### src/rtl/cv32e40x_pkg.sv
// Shared types for the write-back stage: EX/WB pipeline contents, CSR opcodes,
// WB FSM states and the LSU response buffer entry.
package cv32e40x_pkg;

  localparam int WB_RESP_BUF_DEPTH_MAX = 2;

  typedef logic [4:0] rf_addr_t;

  typedef enum logic [1:0] {
    CSR_OP_READ,
    CSR_OP_WRITE,
    CSR_OP_SET,
    CSR_OP_CLEAR
  } csr_opcode_e;

  typedef enum logic [1:0] {
    WB_IDLE,
    WB_ACTIVE,
    WB_WAIT,
    WB_DRAIN
  } wb_state_e;

  typedef struct packed {
    logic        instr_valid;
    logic [31:0] pc;
    logic        rf_we;
    rf_addr_t    rf_waddr;
    logic [31:0] rf_wdata;
    logic        data_req;
    logic        csr_en;
    logic        csr_access;
    csr_opcode_e csr_op;
    logic [11:0] csr_addr;
    logic [31:0] csr_wdata;
    logic        illegal_insn;
    logic        ecall_insn;
    logic        ebrk_insn;
  } ex_wb_pipe_t;

  typedef struct packed {
    logic [31:0] rdata;
    logic        err;
  } wb_resp_t;

endpackage

### src/rtl/cv32e40x_wb_resp_buf.sv
// Small FIFO of LSU responses ({rdata, err}) that arrive while WB cannot consume them.
// A push into a full buffer is ignored unless a pop frees the slot in the same cycle.
module cv32e40x_wb_resp_buf
  import cv32e40x_pkg::*;
#(
  parameter int DEPTH = 1
) (
  input  logic     clk,
  input  logic     rst,
  input  logic     push,
  input  logic     pop,
  input  logic     flush,
  input  wb_resp_t wdata,
  output logic     empty,
  output logic     full,
  output wb_resp_t head
);

  wb_resp_t   mem [WB_RESP_BUF_DEPTH_MAX];
  logic       rptr;
  logic       wptr;
  logic [1:0] cnt;
  logic       wr_en;
  logic       rd_en;

  assign empty = (cnt == 2'd0);
  assign full  = (cnt == 2'(DEPTH));
  assign head  = mem[rptr];
  assign wr_en = push && (!full || pop);
  assign rd_en = pop && !empty;

  always_ff @(posedge clk) begin
    if (rst || flush) begin
      rptr <= 1'b0;
      wptr <= 1'b0;
      cnt  <= 2'd0;
    end else begin
      if (wr_en) wptr <= (wptr == 1'(DEPTH - 1)) ? 1'b0 : ~wptr;
      if (rd_en) rptr <= (rptr == 1'(DEPTH - 1)) ? 1'b0 : ~rptr;
      cnt <= cnt + {1'b0, wr_en} - {1'b0, rd_en};
    end
  end

  // Payload storage carries no reset; only pointers and count are control state.
  always_ff @(posedge clk) begin
    if (wr_en && !flush) mem[wptr] <= wdata;
  end

endmodule

### src/rtl/cv32e40x_wb_stage.sv
// Write-back stage: retires the EX/WB instruction, completes LSU accesses against
// the data response, drives RF/CSR writes and counts retired instructions.
module cv32e40x_wb_stage
  import cv32e40x_pkg::*;
#(
  parameter int RESP_BUF_DEPTH = 1,
  parameter int INSTRET_W      = 64
) (
  input  logic                 clk,
  input  logic                 rst,
  input  ex_wb_pipe_t          ex_wb_pipe_i,
  input  logic                 halt_wb_i,
  input  logic                 kill_wb_i,
  input  logic                 lsu_rvalid_i,
  input  logic [31:0]          lsu_rdata_i,
  input  logic                 lsu_err_i,
  output logic                 rf_we_wb_o,
  output rf_addr_t             rf_waddr_wb_o,
  output logic [31:0]          rf_wdata_wb_o,
  output logic                 csr_we_o,
  output csr_opcode_e          csr_op_o,
  output logic [11:0]          csr_addr_o,
  output logic [31:0]          csr_wdata_o,
  output logic                 lsu_exc_o,
  output logic [31:0]          lsu_exc_pc_o,
  output logic                 wb_valid_o,
  output logic                 wb_ready_o,
  output logic [INSTRET_W-1:0] instret_o,
  output logic                 resp_ovf_o
);

  wb_state_e            state_q;
  wb_state_e            state_d;
  wb_state_e            state;
  wb_resp_t             buf_head;
  wb_resp_t             resp;
  logic                 buf_empty;
  logic                 buf_full;
  logic                 buf_push;
  logic                 buf_pop;
  logic                 buf_flush;
  logic                 instr_valid;
  logic                 dreq;
  logic                 resp_avail;
  logic                 complete;
  logic                 active;
  logic                 lsu_err;
  logic                 instr_exc;
  logic [INSTRET_W-1:0] instret_q;
  logic                 resp_ovf_q;

  assign instr_valid = ex_wb_pipe_i.instr_valid;
  assign dreq        = instr_valid && ex_wb_pipe_i.data_req;
  assign resp_avail  = lsu_rvalid_i || !buf_empty;
  // Buffered responses are older than the live one, so the head always wins.
  assign resp        = buf_empty ? wb_resp_t'({lsu_rdata_i, lsu_err_i}) : buf_head;

  // Current state is classified from this cycle's inputs so that a ready
  // instruction completes with zero latency; only DRAIN persists across cycles.
  always_comb begin
    state   = WB_IDLE;
    state_d = WB_IDLE;
    if (state_q == WB_DRAIN)            state = WB_DRAIN;
    else if (!instr_valid)              state = WB_IDLE;
    else if (dreq && !resp_avail)       state = WB_WAIT;
    else                                state = WB_ACTIVE;
    unique case (state)
      WB_DRAIN: state_d = lsu_rvalid_i ? WB_IDLE : WB_DRAIN;
      WB_WAIT:  state_d = kill_wb_i ? WB_DRAIN : WB_WAIT;
      default:  state_d = state;
    endcase
  end

  always_ff @(posedge clk) begin
    if (rst) state_q <= WB_IDLE;
    else     state_q <= state_d;
  end

  assign complete  = instr_valid &&
                     ((!halt_wb_i && (!ex_wb_pipe_i.data_req || resp_avail)) || kill_wb_i);
  assign active    = (state == WB_ACTIVE) || (state == WB_WAIT);
  assign lsu_err   = dreq && resp.err;
  assign instr_exc = ex_wb_pipe_i.illegal_insn || ex_wb_pipe_i.ecall_insn ||
                     ex_wb_pipe_i.ebrk_insn;

  assign wb_valid_o    = complete && active;
  assign wb_ready_o    = (!instr_valid || wb_valid_o) && (state != WB_DRAIN);
  assign rf_we_wb_o    = wb_valid_o && ex_wb_pipe_i.rf_we && !kill_wb_i && !lsu_err && !instr_exc;
  assign rf_waddr_wb_o = ex_wb_pipe_i.rf_waddr;
  assign rf_wdata_wb_o = ex_wb_pipe_i.data_req ? resp.rdata : ex_wb_pipe_i.rf_wdata;
  assign csr_we_o      = wb_valid_o && ex_wb_pipe_i.csr_en && ex_wb_pipe_i.csr_access &&
                         !kill_wb_i && (ex_wb_pipe_i.csr_op != CSR_OP_READ);
  assign csr_op_o      = ex_wb_pipe_i.csr_op;
  assign csr_addr_o    = ex_wb_pipe_i.csr_addr;
  assign csr_wdata_o   = ex_wb_pipe_i.csr_wdata;
  assign lsu_exc_o     = wb_valid_o && lsu_err && !kill_wb_i;
  assign lsu_exc_pc_o  = ex_wb_pipe_i.pc;

  // Responses with no waiting load (after reset, or while draining) are dropped.
  assign buf_push  = lsu_rvalid_i && dreq && (state != WB_DRAIN) &&
                     !(wb_valid_o && buf_empty);
  assign buf_pop   = wb_valid_o && dreq && !kill_wb_i;
  assign buf_flush = wb_valid_o && dreq && kill_wb_i;

  cv32e40x_wb_resp_buf #(
    .DEPTH (RESP_BUF_DEPTH)
  ) u_resp_buf (
    .clk   (clk),
    .rst   (rst),
    .push  (buf_push),
    .pop   (buf_pop),
    .flush (buf_flush),
    .wdata (wb_resp_t'({lsu_rdata_i, lsu_err_i})),
    .empty (buf_empty),
    .full  (buf_full),
    .head  (buf_head)
  );

  always_ff @(posedge clk) begin
    if (rst) begin
      instret_q  <= '0;
      resp_ovf_q <= 1'b0;
    end else begin
      if (wb_valid_o && !kill_wb_i && !lsu_exc_o) instret_q <= instret_q + INSTRET_W'(1);
      if (buf_push && buf_full && !buf_pop && !buf_flush) resp_ovf_q <= 1'b1;
    end
  end

  assign instret_o  = instret_q;
  assign resp_ovf_o = resp_ovf_q;

endmodule

### config.mk
export PLATFORM = sky130hd
export DESIGN_NAME = cv32e40x_wb_stage
export DESIGN_NICKNAME = d
export VERILOG_FILES = /design/src/rtl/cv32e40x_pkg.sv /design/src/rtl/cv32e40x_wb_resp_buf.sv /design/src/rtl/cv32e40x_wb_stage.sv
export SDC_FILE = /design/constraint.sdc
export NUM_CORES = 1
export LEC_CHECK = 0
export BUFFER_PORTS_ARGS = -buffer_cell sky130_fd_sc_hd__buf_2
export CORE_AREA = 2 2 133 135
export CTS_CLUSTER_DIAMETER = 40
export DETAILED_ROUTE_END_ITERATION = 10
export DIE_AREA = 0 0 135 137
export PLACE_DENSITY = 0.66
export REMOVE_ABC_BUFFERS = 1
export SLEW_MARGIN = 20
export SYNTH_ARGS = -nofsm -noshare
export SYNTH_HDL_FRONTEND = slang
export SYNTH_SLANG_ARGS = --single-unit
### constraint.sdc
create_clock -name clk -period 16.1 [get_ports clk]
set_input_delay 0.805 -clock clk [delete_from_list [all_inputs] [get_ports clk]]
set_output_delay 0.805 -clock clk [all_outputs]
set_load 0.05 [all_outputs]
**Word-level counts from Yosys, hierarchy flattened**

Memories as Yosys holds them, arrays and structs flattened. A register that Yosys moved wholly into a read port is not among the register bits.
Index checks and enable logic that the tools add are counted.

- Shift-type cells: 0
- Add/subtract/negate cells: 3
- Equal/unequal tests: 6
- Bitwise logic cells: 2
- $mul: 0
- $lt $le $gt $ge: 0
- Reduce and logical (&&, ||, !) cells: 56
- Multiplexer cells: 14
- Divide/modulo/power cells: 0

Operator list:

| operator | count |
|---|---|
| $add A64 B1 Y64 const B | 1 |
| $mux W33 | 1 |
| $logic_and A1 B1 Y1 | 32 |
| $mux W32 | 1 |
| $logic_not A1 Y1 | 13 |
| $logic_or A1 B1 Y1 | 9 |
| $mux W2 | 4 |
| $mux W1 | 7 |
| $eq A2 B2 Y1 const B | 3 |
| $eq A2 B1 Y1 const B | 2 |
| $pmux W2 S2 | 1 |
| $add A2 B1 Y2 | 1 |
| $logic_not A2 Y1 | 1 |
| $ne A2 B2 Y1 const B | 1 |
| $not A1 Y1 | 2 |
| $reduce_bool A2 Y1 | 1 |
| $sub A2 B1 Y2 | 1 |

- Memory bits (writable): 66
- Logic and storage cells: 88
- Bits of input ports: 161
- Output and inout port bits: 185
- Memories kept: 1
- Bits in latches: 0
- Register bits after elaboration: 71
- ROM bits: 0

Memories:

| memory | words | bits a word | read ports | clocked after Yosys merged registers in | write ports | RTL line | RTL |
|---|---|---|---|---|---|---|---|
| u_resp_buf.mem | 2 | 33 | 1 | 1 | 1 | cv32e40x_wb_resp_buf.sv:19 | `wb_resp_t mem [WB_RESP_BUF_DEPTH_MAX];` |

**Depth between registers and ports, before layout**

Gate-level depths: netlist of run 1.

- Word-level depth: 18
- Mapped depth: 15
- Gate-level depth less buffers: 14

**Cells and area by module**

Synthesis of run 1 repeated with hierarchy kept, for this count alone.

- Cell total of the unflattened synthesis: 671
- Area total of the unflattened synthesis: 6009.5 µm²

By module, submodules not included:

| module | times used | seq. area each (µm²) | cells an instance | area each (µm²) |
|---|---|---|---|---|
| cv32e40x_wb_stage | 1 | 1341.3 | 623 | 4870.9 |
| cv32e40x_wb_resp_buf | 1 | 1031.0 | 48 | 1138.6 |

**Least setup slack after synthesis of run 1**

Ideal clock, no wire load.

- Kind: input-to-reg
- Start: input lsu_rvalid_i
- End: memory u_resp_buf.mem[0][0] in the netlist's numbering, enable pin
- Required time: 15636 ps
- Library setup time: 464 ps
- Data arrival time: 4933 ps
- Stages: 8
- Path buffers: 0
- Setup slack: 10703 ps
- Path through: nor4b_2 nor2b_1 a21oi_1 ha_1 nand2b_1 nor4_2 a211oi_1 nor3_1

- Word-level cells in the longest chain between the ends: 16
- Elaborated cells on any way between the ends: 29
- Those cells by class: eq/ne: 3; mux: 5; reduce/logical: 21

Ends and longest elaborated chain:

| element | RTL line | RTL |
|---|---|---|
| start: declaration | cv32e40x_wb_stage.sv:14 | `input logic lsu_rvalid_i,` |
| $logic_or A1 B1 Y1 | cv32e40x_wb_stage.sv:54 | `assign resp_avail = lsu_rvalid_i \|\| !buf_empty;` |
| $logic_not A1 Y1 | cv32e40x_wb_stage.sv:65 | `else if (dreq && !resp_avail) state = WB_WAIT;` |
| $logic_and A1 B1 Y1 | cv32e40x_wb_stage.sv:65 |  |
| $mux W2 | cv32e40x_wb_stage.sv:65 |  |
| $mux W2 | cv32e40x_wb_stage.sv:64 | `else if (!instr_valid) state = WB_IDLE;` |
| $mux W2 | cv32e40x_wb_stage.sv:63 | `if (state_q == WB_DRAIN) state = WB_DRAIN;` |
| $eq A2 B1 Y1 or $eq A2 B2 Y1 (tied branches) | cv32e40x_wb_stage.sv:81 | `assign active = (state == WB_ACTIVE) \|\| (state == WB_WAIT);` |
| $logic_or A1 B1 Y1 | cv32e40x_wb_stage.sv:81 |  |
| $logic_and A1 B1 Y1 | cv32e40x_wb_stage.sv:86 | `assign wb_valid_o = complete && active;` |
| $logic_and A1 B1 Y1 (on tied branches) | cv32e40x_wb_stage.sv:101, cv32e40x_wb_stage.sv:102, cv32e40x_wb_stage.sv:103 |  |
| $logic_not A1 Y1 or $logic_and A1 B1 Y1 (tied branches) | cv32e40x_wb_stage.sv:101, cv32e40x_wb_stage.sv:102 |  |
| $logic_and A1 B1 Y1 or $logic_or A1 B1 Y1 (tied branches) | cv32e40x_wb_stage.sv:100, cv32e40x_wb_resp_buf.sv:29 |  |
| $logic_and A1 B1 Y1 | cv32e40x_wb_resp_buf.sv:29 | `assign wr_en = push && (!full \|\| pop);` |
| $logic_and A1 B1 Y1 (*) | cv32e40x_wb_resp_buf.sv:46 | `if (wr_en && !flush) mem[wptr] <= wdata;` |
| $mux W1 (*) | cv32e40x_wb_resp_buf.sv:46 |  |
| $mux W1 (implied by the code) (*) | cv32e40x_wb_resp_buf.sv:46 |  |
| end: declaration | cv32e40x_wb_resp_buf.sv:19 |  |

Every way passes the cells marked *; elsewhere a longest branch is shown, timed or not.

**Final worst setup path of run 1**

- Start: input ex_wb_pipe_i[51] in the netlist's numbering
- End: output rf_we_wb_o

- Word-level cells in the longest chain between the ends: 12
- Elaborated cells on any way between the ends: 20
- Those cells by class: eq/ne: 2; mux: 3; reduce/logical: 15

Ends and longest elaborated chain:

| element | RTL line | RTL |
|---|---|---|
| start: declaration | cv32e40x_wb_stage.sv:11 | `input ex_wb_pipe_t ex_wb_pipe_i,` |
| $logic_and A1 B1 Y1 | cv32e40x_wb_stage.sv:53 | `assign dreq = instr_valid && ex_wb_pipe_i.data_req;` |
| $logic_and A1 B1 Y1 | cv32e40x_wb_stage.sv:65 |  |
| $mux W2 | cv32e40x_wb_stage.sv:65 |  |
| $mux W2 | cv32e40x_wb_stage.sv:64 |  |
| $mux W2 | cv32e40x_wb_stage.sv:63 |  |
| $eq A2 B1 Y1 or $eq A2 B2 Y1 (tied branches) | cv32e40x_wb_stage.sv:81 |  |
| $logic_or A1 B1 Y1 | cv32e40x_wb_stage.sv:81 |  |
| $logic_and A1 B1 Y1 | cv32e40x_wb_stage.sv:86 |  |
| $logic_and A1 B1 Y1 (2 in a row) | cv32e40x_wb_stage.sv:88 | `assign rf_we_wb_o = wb_valid_o && ex_wb_pipe_i.rf_we && !kill_wb_i && !lsu_err && !instr_exc;` |
| $logic_and A1 B1 Y1 (*) (2 in a row) | cv32e40x_wb_stage.sv:88 |  |
| end: declaration | cv32e40x_wb_stage.sv:17 | `output logic rf_we_wb_o,` |

Marked as above.

==> results.ini, run 1 <==
[final_layout]
drive_above_1_share = 0.284
layout_commonest_cell = buf_2
register_area_um2 = 2370
fin_nets = 933
multi_input_area_um2 = 2790
n_fill_cell = 1798
final_cell_mix = buf_2, a21oi_1, dfxtp_1
area_growth_pct = 12.9

[worst_setup_path]
endpoint_kind = output port
critPathMaxFanout = 69
cp-start-kind = primary input
cp.required_ps = 15290
critPathArrivalTime_ps = 4340
path_class = in2out
ff2ff_setup_slack_ps = 11940

[detailed_routing]
firstDrtPassIters = 5
final_antenna_net_count = 0
viasPerCell = 5.56
vias = 5549
wl_per_cell_um = 27.1
routed_wl_um = 27100
drt_iter0_markers = 272
drcViolationCount = 0

[yosys]
seq_area_frac_synth = 0.397
netlist-cell-type-count = 48
synth_edf_count = 33
synthCells = 687
synth_top_area_cell = dfxtp_1
synthTopCellsByArea = dfxtp_1, edfxtp_1, buf_4
synth_top_cell_area_share = 0.231
async_flop_share = 0
synth_ff_type = dfxtp_1
ys.warnings.count = 0
syn-cell-area_um2 = 5980
avgSynthCellArea_um2 = 8.70
ys_ff_latch = 102

[grt]
antenna_found_initial = 0
grt.total_usage = 0.287
grt_overflow = 0
grt_max_degree = 76
grt_pass1_vias = 5037
grt_pass1_wl_um = 36700

[clocking]
cts_inserted_buffers = 9
cts.sink_count = 102
cts_root_buf = clkbuf_16
cts.clk_slew.worst_paths_ps = 70
cts_resized = 0
cts_buffer_depth = 2
post-cts-setup-buffers = 0
cts_tree = yes
cts_hold_buffers = 0
h-tree-depth = 3
insertion_delay_ps = 350

[sta]
fin_ws_ps = 10960
skew_ps = 6.87
setup_viol = 0
worst_pin_slew_ps = 962
rsz0062_at_grt = no
report.final.slew_viol_count = 0
post-route-period-util = 0.319
tns_ps = 0
relSlewSlack = 0.359
max_freq_ghz = 0.194
finalCriticalPeriod_ps = 5140
hold_viol = 0

[placement]
dp.final_hpwl_um = 22100
gp_congestion = 0.889
place_worst_setup_slack_ps = 11020
port_buffers = 183

[floorplan]
die_area_um2 = 18500
core.rowCount = 48
coreArea_um2 = 17100
fp.dieW_um = 135
die_h_um = 137
initial_core_util = 0.350
design.portCount = 346

[pwr]
power_density_nw_per_um2 = 86.6
ir_drop_uv = 57.1
power.static_leakage_nw = 2.71

[hold_path]
holdCritPathClass = reg2reg

[status]
status = complete, no violations

[job]
drv_cap = 0

==> layout make-up <==
class / count / share of cell area
clock inverters: 7 / 0.00945
multi-input cells: 452 / 0.414
diodes: 1 / 0.000371
well taps: 225 / 0.0417
flip-flops and latches: 102 / 0.352
repair buffers: 189 / 0.142
inverters: 13 / 0.00723
clock buffers: 9 / 0.0334
==> final timing paths <==
check	from	end	depth (start not counted)
worst max-delay path	ex_wb_pipe_i[51]	rf_we_wb_o	11
worst min-delay path	instret_o[63]	instret_o[63]	2
worst max register to register	u_resp_buf.cnt[1]	instret_o[57]	9
worst min register to register	instret_o[63]	instret_o[63]	2
==> routing by layer <==
| metal | vias up | GRT usage | share of wire |
|---|---|---|---|
| met3 | 21 | 0.306 | 0.23 |
| met2 | 368 | 0.404 | 0.40 |
| li1 | 2600 | - | - |
| met1 | 2552 | 0.283 | 0.34 |
| met5 | - | 0.0972 | 0.0073 |
| met4 | 8 | 0.0642 | 0.019 |
==> logic make-up (layout without fill, tap and decap cells) <==
logic type / Yosys count / in the layout / share of synthesized area
AOI/OAI and AO/OA: 139 / 139 / 0.134
xor gates and xnor gates: 15 / 15 / 0.0220
adders and majority gates: 5 / 5 / 0.0105
buffers and inverters: 133 / 218 / 0.138
DFF: 102 / 102 / 0.397
muxes: 36 / 36 / 0.0611
other: 0 / 1 / 0
and+or+nand+nor: 257 / 257 / 0.238
==> cell usage after synthesis, drive strengths merged, types with 22 or more instances <==
library cell / n
buf: 90
a21oi: 81
dfxtp: 69
nor2: 69
or4: 34
edfxtp: 33
mux2i: 32
clkbuf: 30
o31ai: 29
nand4: 28
nand2: 27
nand3: 22
==> worst max-delay path: stages <==
cell and delay, ps:
buf_2 80, buf_4 520, nor4b_2 540, nor2b_1 90, a21oi_1 210, ha_1 300
nand2b_1 200, nor4_2 640, nand2_1 340, nor4_1 290, buf_2 300
==> sequential cells by signal (all words and copies together) (netlist names) <==
signal	flops
instret_o	64
u_resp_buf.mem	33
state_q	2
u_resp_buf.cnt	2
resp_ovf_o	1
==> power breakdown <==
group          switching, W  internal, W
Clock              0.000101     0.000120
Sequential       0.00000160     0.000269
Combinational     0.0000686    0.0000249
==> per-stage QoR <==
| stage | std cells | instance area, µm² | util | total power (W) | hold slack, ps |
|---|---|---|---|---|---|
| 3_3_place_gp | 981 | 6460 | 0.379 | 0.000369 | 466 |
| 3_5_place_dp | 981 | 6460 | 0.379 | 0.000370 | 469 |
| 6_report | 998 | 6750 | 0.396 | 0.000585 | 477 |
| 2_1_floorplan | 567 | 5200 | - | 0.000330 | 602 |
| 5_1_grt | 997 | 6750 | 0.396 | 0.000604 | 518 |
| 4_1_cts | 997 | 6750 | 0.396 | 0.000588 | 484 |
No activity file was read; power rests on OpenSTA's default activity.
==> run 2: changes to the inputs <==
- PLACE_DENSITY: 0.66 -> 0.69
- clock period: 16.1 -> 4.47 ns (I/O delays scaled with it)
==> run 2 against run 1 <==
Clock skew rose by 3.0 ps; sequential power grew to 3.6 times the previous value; critical path depth decreased by 1; first-iteration DRC count rose by 25%; global-route usage is 0.54 points higher; clock power increased to 3.5 times the previous value; combinational power increased to 3.6 times the previous value; die area unchanged; sequential share of layout area about the same; sequential cell count unchanged; wire length rose by 1.2%; critical path type is now reg2reg; largest power group unchanged.
==> results.ini, run 2 (synthesized netlist as in run 1, its figures left out) <==
[detailed_routing]
drcViolationCount = 0
final_antenna_net_count = 0
wl_per_cell_um = 27.4
drt_iter0_markers = 340
vias = 5470
firstDrtPassIters = 5
viasPerCell = 5.48
routed_wl_um = 27400

[worst_setup_path]
endpoint_kind = register
path_cells = nor4b_2 -> nor2b_1 -> a21oi_1 -> ha_1 -> nand2b_1 -> or4_1 -> or3_1 -> buf_4 -> or4_1 -> a21oi_1
path_buf_inv = 1
crit_family = simple AND/OR/NAND/NOR gates
critPathArrivalTime_ps = 4240
cpPeakStageDelay_ps = 800
cpMaxStageDelayCell = or3_1
path_class = reg2reg
cp.required_ps = 4740
cp-start-kind = register
ff2ff_setup_slack_ps = 510
critPathMaxFanout = 34

[final_layout]
n_fill_cell = 1731
antenna_cells = 0
area_growth_pct = 13.0
layout_commonest_cell = buf_2
drive_above_1_share = 0.287
final_cell_mix = buf_2, a21oi_1, dfxtp_1
fin_nets = 935
largest_reg_flops = 64

[sta]
max_freq_ghz = 0.252
relSlewSlack = 0.325
report.final.slew_viol_count = 0
skew_ps = 9.85
fin_hold_ws_ps = 59.6
rsz0062_at_grt = no
worst_pin_slew_ps = 1010
finalCriticalPeriod_ps = 3960
post-route-period-util = 0.886
setup_viol = 0
hold_viol = 0
fin_ws_ps = 507

[placement]
gp_congestion = 0.859
dp.final_hpwl_um = 22400
place_worst_setup_slack_ps = 561
port_buffers = 183

[floorplan]
coreArea_um2 = 17100
die_area_um2 = 18500
design.portCount = 346
initial_core_util = 0.350
fp.dieW_um = 135
core.rowCount = 48
die_h_um = 137

[clocking]
h-tree-depth = 3
cts_inserted_buffers = 9
post-cts-setup-buffers = 0
insertion_delay_ps = 360
cts_buffer_depth = 2
cts_root_buf = clkbuf_16
cts_resized = 0
cts_hold_buffers = 0
cts_tree = yes
cts.sink_count = 102
cts.clk_slew.worst_paths_ps = 70

[pwr]
ir_drop_uv = 187
power.static_leakage_nw = 2.71
power_density_nw_per_um2 = 308

[grt]
grt_pass1_wl_um = 37200
grt.total_usage = 0.292
antenna_found_initial = 1
grt_pass1_vias = 5023
grt_max_degree = 68
grt_overflow = 0

[hold_path]
holdCritPathClass = in2reg

[status]
status = complete, no violations

[job]
drv_cap = 0

[run 2: area by class of cell]
| class | instances | area (µm²) | area share |
|---|---|---|---|
| well taps | 225 | 282 | 0.0417 |
| inverters | 13 | 48.8 | 0.00722 |
| clock inverters | 5 | 41.3 | 0.00611 |
| multi-input cells | 452 | 2790 | 0.414 |
| clock buffers | 11 | 243 | 0.0359 |
| repair buffers | 191 | 976 | 0.144 |
| flip-flops and latches | 102 | 2370 | 0.351 |
[run 2: final timing paths]
| check | startpoint | endpoint | depth (start not counted) |
|---|---|---|---|
| setup / recovery | u_resp_buf.cnt[1] | instret_o[14] | 10 |
| hold / removal | lsu_err_i | u_resp_buf.mem[0][0] | 1 |
| setup reg to reg | u_resp_buf.cnt[1] | instret_o[14] | 10 |
| hold reg to reg | resp_ovf_o | resp_ovf_o | 2 |
[run 2: power breakdown]
group / internal, W / switching (W) / total [W]
combinational: 0.0000907 / 0.000247 / 0.000338
sequential: 0.000970 / 0.00000575 / 0.000976
clock: 0.000400 / 0.000366 / 0.000766
total: 0.00146 / 0.000619 / 0.00208
[run 2: stage by stage]
step	power, W	utilization	area [µm²]	std cells	TNS (ps)
floorplan	0.00119	-	5200	567	-18370
global placement	0.00133	0.379	6470	983	0
detailed placement	0.00133	0.379	6470	983	0
CTS	0.00210	0.396	6760	999	0
global route	0.00216	0.396	6760	999	0
finish	0.00208	0.396	6760	999	0
[run 2: worst reg2reg max path: stages (launching register included)]
cell and delay [ps]:
dfxtp_1 420, nor4b_2 550, nor2b_1 90, a21oi_1 210, ha_1 300, nand2b_1 200
or4_1 440, or3_1 800, buf_4 340, or4_1 400, a21oi_1 150
[run 2: per-layer routing]
| layer | up-vias | share of wire | GRT usage |
|---|---|---|---|
| met3 | 25 | 0.21 | 0.280 |
| met2 | 357 | 0.40 | 0.409 |
| met1 | 2469 | 0.35 | 0.301 |
| li1 | 2609 | - | - |
| met4 | 10 | 0.026 | 0.0822 |
| met5 | - | 0.011 | 0.119 |
==> run 3: changes to the inputs <==
- PLACE_DENSITY: 0.69 -> unset
- PLACE_DENSITY_LB_ADDON: unset -> 0.08
- clock period: 4.47 -> 3.3 ns (I/O delays scaled with it)
==> run 3 against run 2 <==
Power up 40%; global-route usage is 0.58 points higher; sequential cell count is the same; largest cell class unchanged; highest routed layer unchanged.
==> results.ini, run 3 (synthesized netlist as in run 1, its figures left out) <==
[status]
status = complete, no violations

[worst_setup_path]
crit_family = simple AND/OR/NAND/NOR gates
path_cells = nor4b_2 -> nor2b_1 -> a21oi_2 -> ha_1 -> nand2b_1 -> or4_4 -> or3_1 -> buf_4 -> nor4_2 -> mux2_2
cp.required_ps = 3540
cpMaxStageDelayCell = or4_4
critPathMaxFanout = 7
cpPeakStageDelay_ps = 470
critPathArrivalTime_ps = 3400
path_buf_inv = 1
path_class = reg2reg
ff2ff_setup_slack_ps = 140
endpoint_kind = register
cp-start-kind = register

[clocking]
cts.clk_slew.worst_paths_ps = 70
cts_inserted_buffers = 9
insertion_delay_ps = 350
cts.sink_count = 102
h-tree-depth = 3
cts_root_buf = clkbuf_16
cts_buffer_depth = 2
post-cts-setup-buffers = 0
cts_tree = yes

[sta]
relSlewSlack = 0.565
fin_hold_ws_ps = 14.1
post-route-period-util = 0.957
skew_ps = 8.88
setup_viol = 0
hold_viol = 0
max_freq_ghz = 0.317
worst_pin_slew_ps = 652
finalCriticalPeriod_ps = 3160
tns_ps = 0
report.final.slew_viol_count = 0
rsz0062_at_grt = no

[pwr]
ir_drop_uv = 234
swShare = 0.293
pwr-share-comb = 0.171
power_frac_seq = 0.454
p_switching_w = 0.000853
power.static_leakage_nw = 2.91
cell_internal_pwr_w = 0.00205
clkPwrFrac = 0.375
power_density_nw_per_um2 = 405

[grt]
grt_overflow = 0
antenna_found_initial = 0
grt.total_usage = 0.298
grt_pass1_vias = 5360
grt_pass1_wl_um = 38500
grt_max_degree = 67

[placement]
postPlaceCellArea_um2 = 6650
gp_congestion = 0.838
port_buffers = 183
dp.final_hpwl_um = 22700

[hold_path]
holdCritPathClass = in2reg

[floorplan]
initial_core_util = 0.350
die_area_um2 = 18500
coreArea_um2 = 17100
core.rowCount = 48
design.portCount = 346
die_h_um = 137
fp.dieW_um = 135

[final_layout]
final_cell_mix = buf_2, a21oi_1, dfxtp_1
fin_nets = 978
antenna_cells = 0
stdcell_area_um2 = 7180
final_util = 0.421
drive_above_1_share = 0.304
largest_reg_flops = 64
area_growth_pct = 20.1
layout_commonest_cell = buf_2

[detailed_routing]
vias = 5745
drcViolationCount = 0
final_antenna_net_count = 0
firstDrtPassIters = 5
viasPerCell = 5.51
drt_iter0_markers = 354
wl_per_cell_um = 27.0
routed_wl_um = 28100

[job]
drv_cap = 0

-- run 3: per-layer routing --
layer | GRT usage | share of wire | vias up
met2 | 0.429 | 0.41 | 387
li1 | - | - | 2696
met1 | 0.317 | 0.36 | 2629
met4 | 0.0532 | 0.013 | 6
met5 | 0.106 | 0.0082 | -
met3 | 0.276 | 0.21 | 27
-- run 3: path summary, 6_finish.rpt --
check,startpoint,end,depth (start not counted)
worst min-delay path,lsu_rdata_i[24],u_resp_buf.mem[0][25],1
worst max register to register,u_resp_buf.cnt[1],instret_o[36],10
worst max-delay path,u_resp_buf.cnt[1],instret_o[36],10
worst min register to register,instret_o[63],instret_o[63],2
-- run 3: per-stage QoR --
step                      power [W]  setup slack (ps)  cells
after detailed placement    0.00182             -21.0   1005
after global placement      0.00181              93.5   1005
final                       0.00291               142   1042
after CTS                   0.00293              53.4   1040
after global routing        0.00302              25.3   1042
after floorplan             0.00161             -1730    567
-- run 3: power by group through the flow --
stage	Combinational (W)	Sequential (W)	Clock (W)
CTS	0.000491	0.00132	0.00112
global placement	0.000466	0.00135	0
floorplan	0.000259	0.00135	0
detailed placement	0.000469	0.00135	0
finish	0.000497	0.00132	0.00109
global route	0.000528	0.00132	0.00117
-- run 3: what timing repair did --
item | in CTS | in global routing
setup endpoints to repair | 12 | 12
hold buffers | 19 | 2
gates resized for setup | 1 | 3
hold endpoints to repair | 19 | 2
-- run 3: area by class of cell --
type                       count  area [µm²]
clock buffer                   9         225
clock inverter                 7        72.6
fill                        1731        9880
inverter                      13        48.8
multi-input combinational    452        2810
sequential                   102        2370
tap                          225         282
timing repair buffer         234        1370
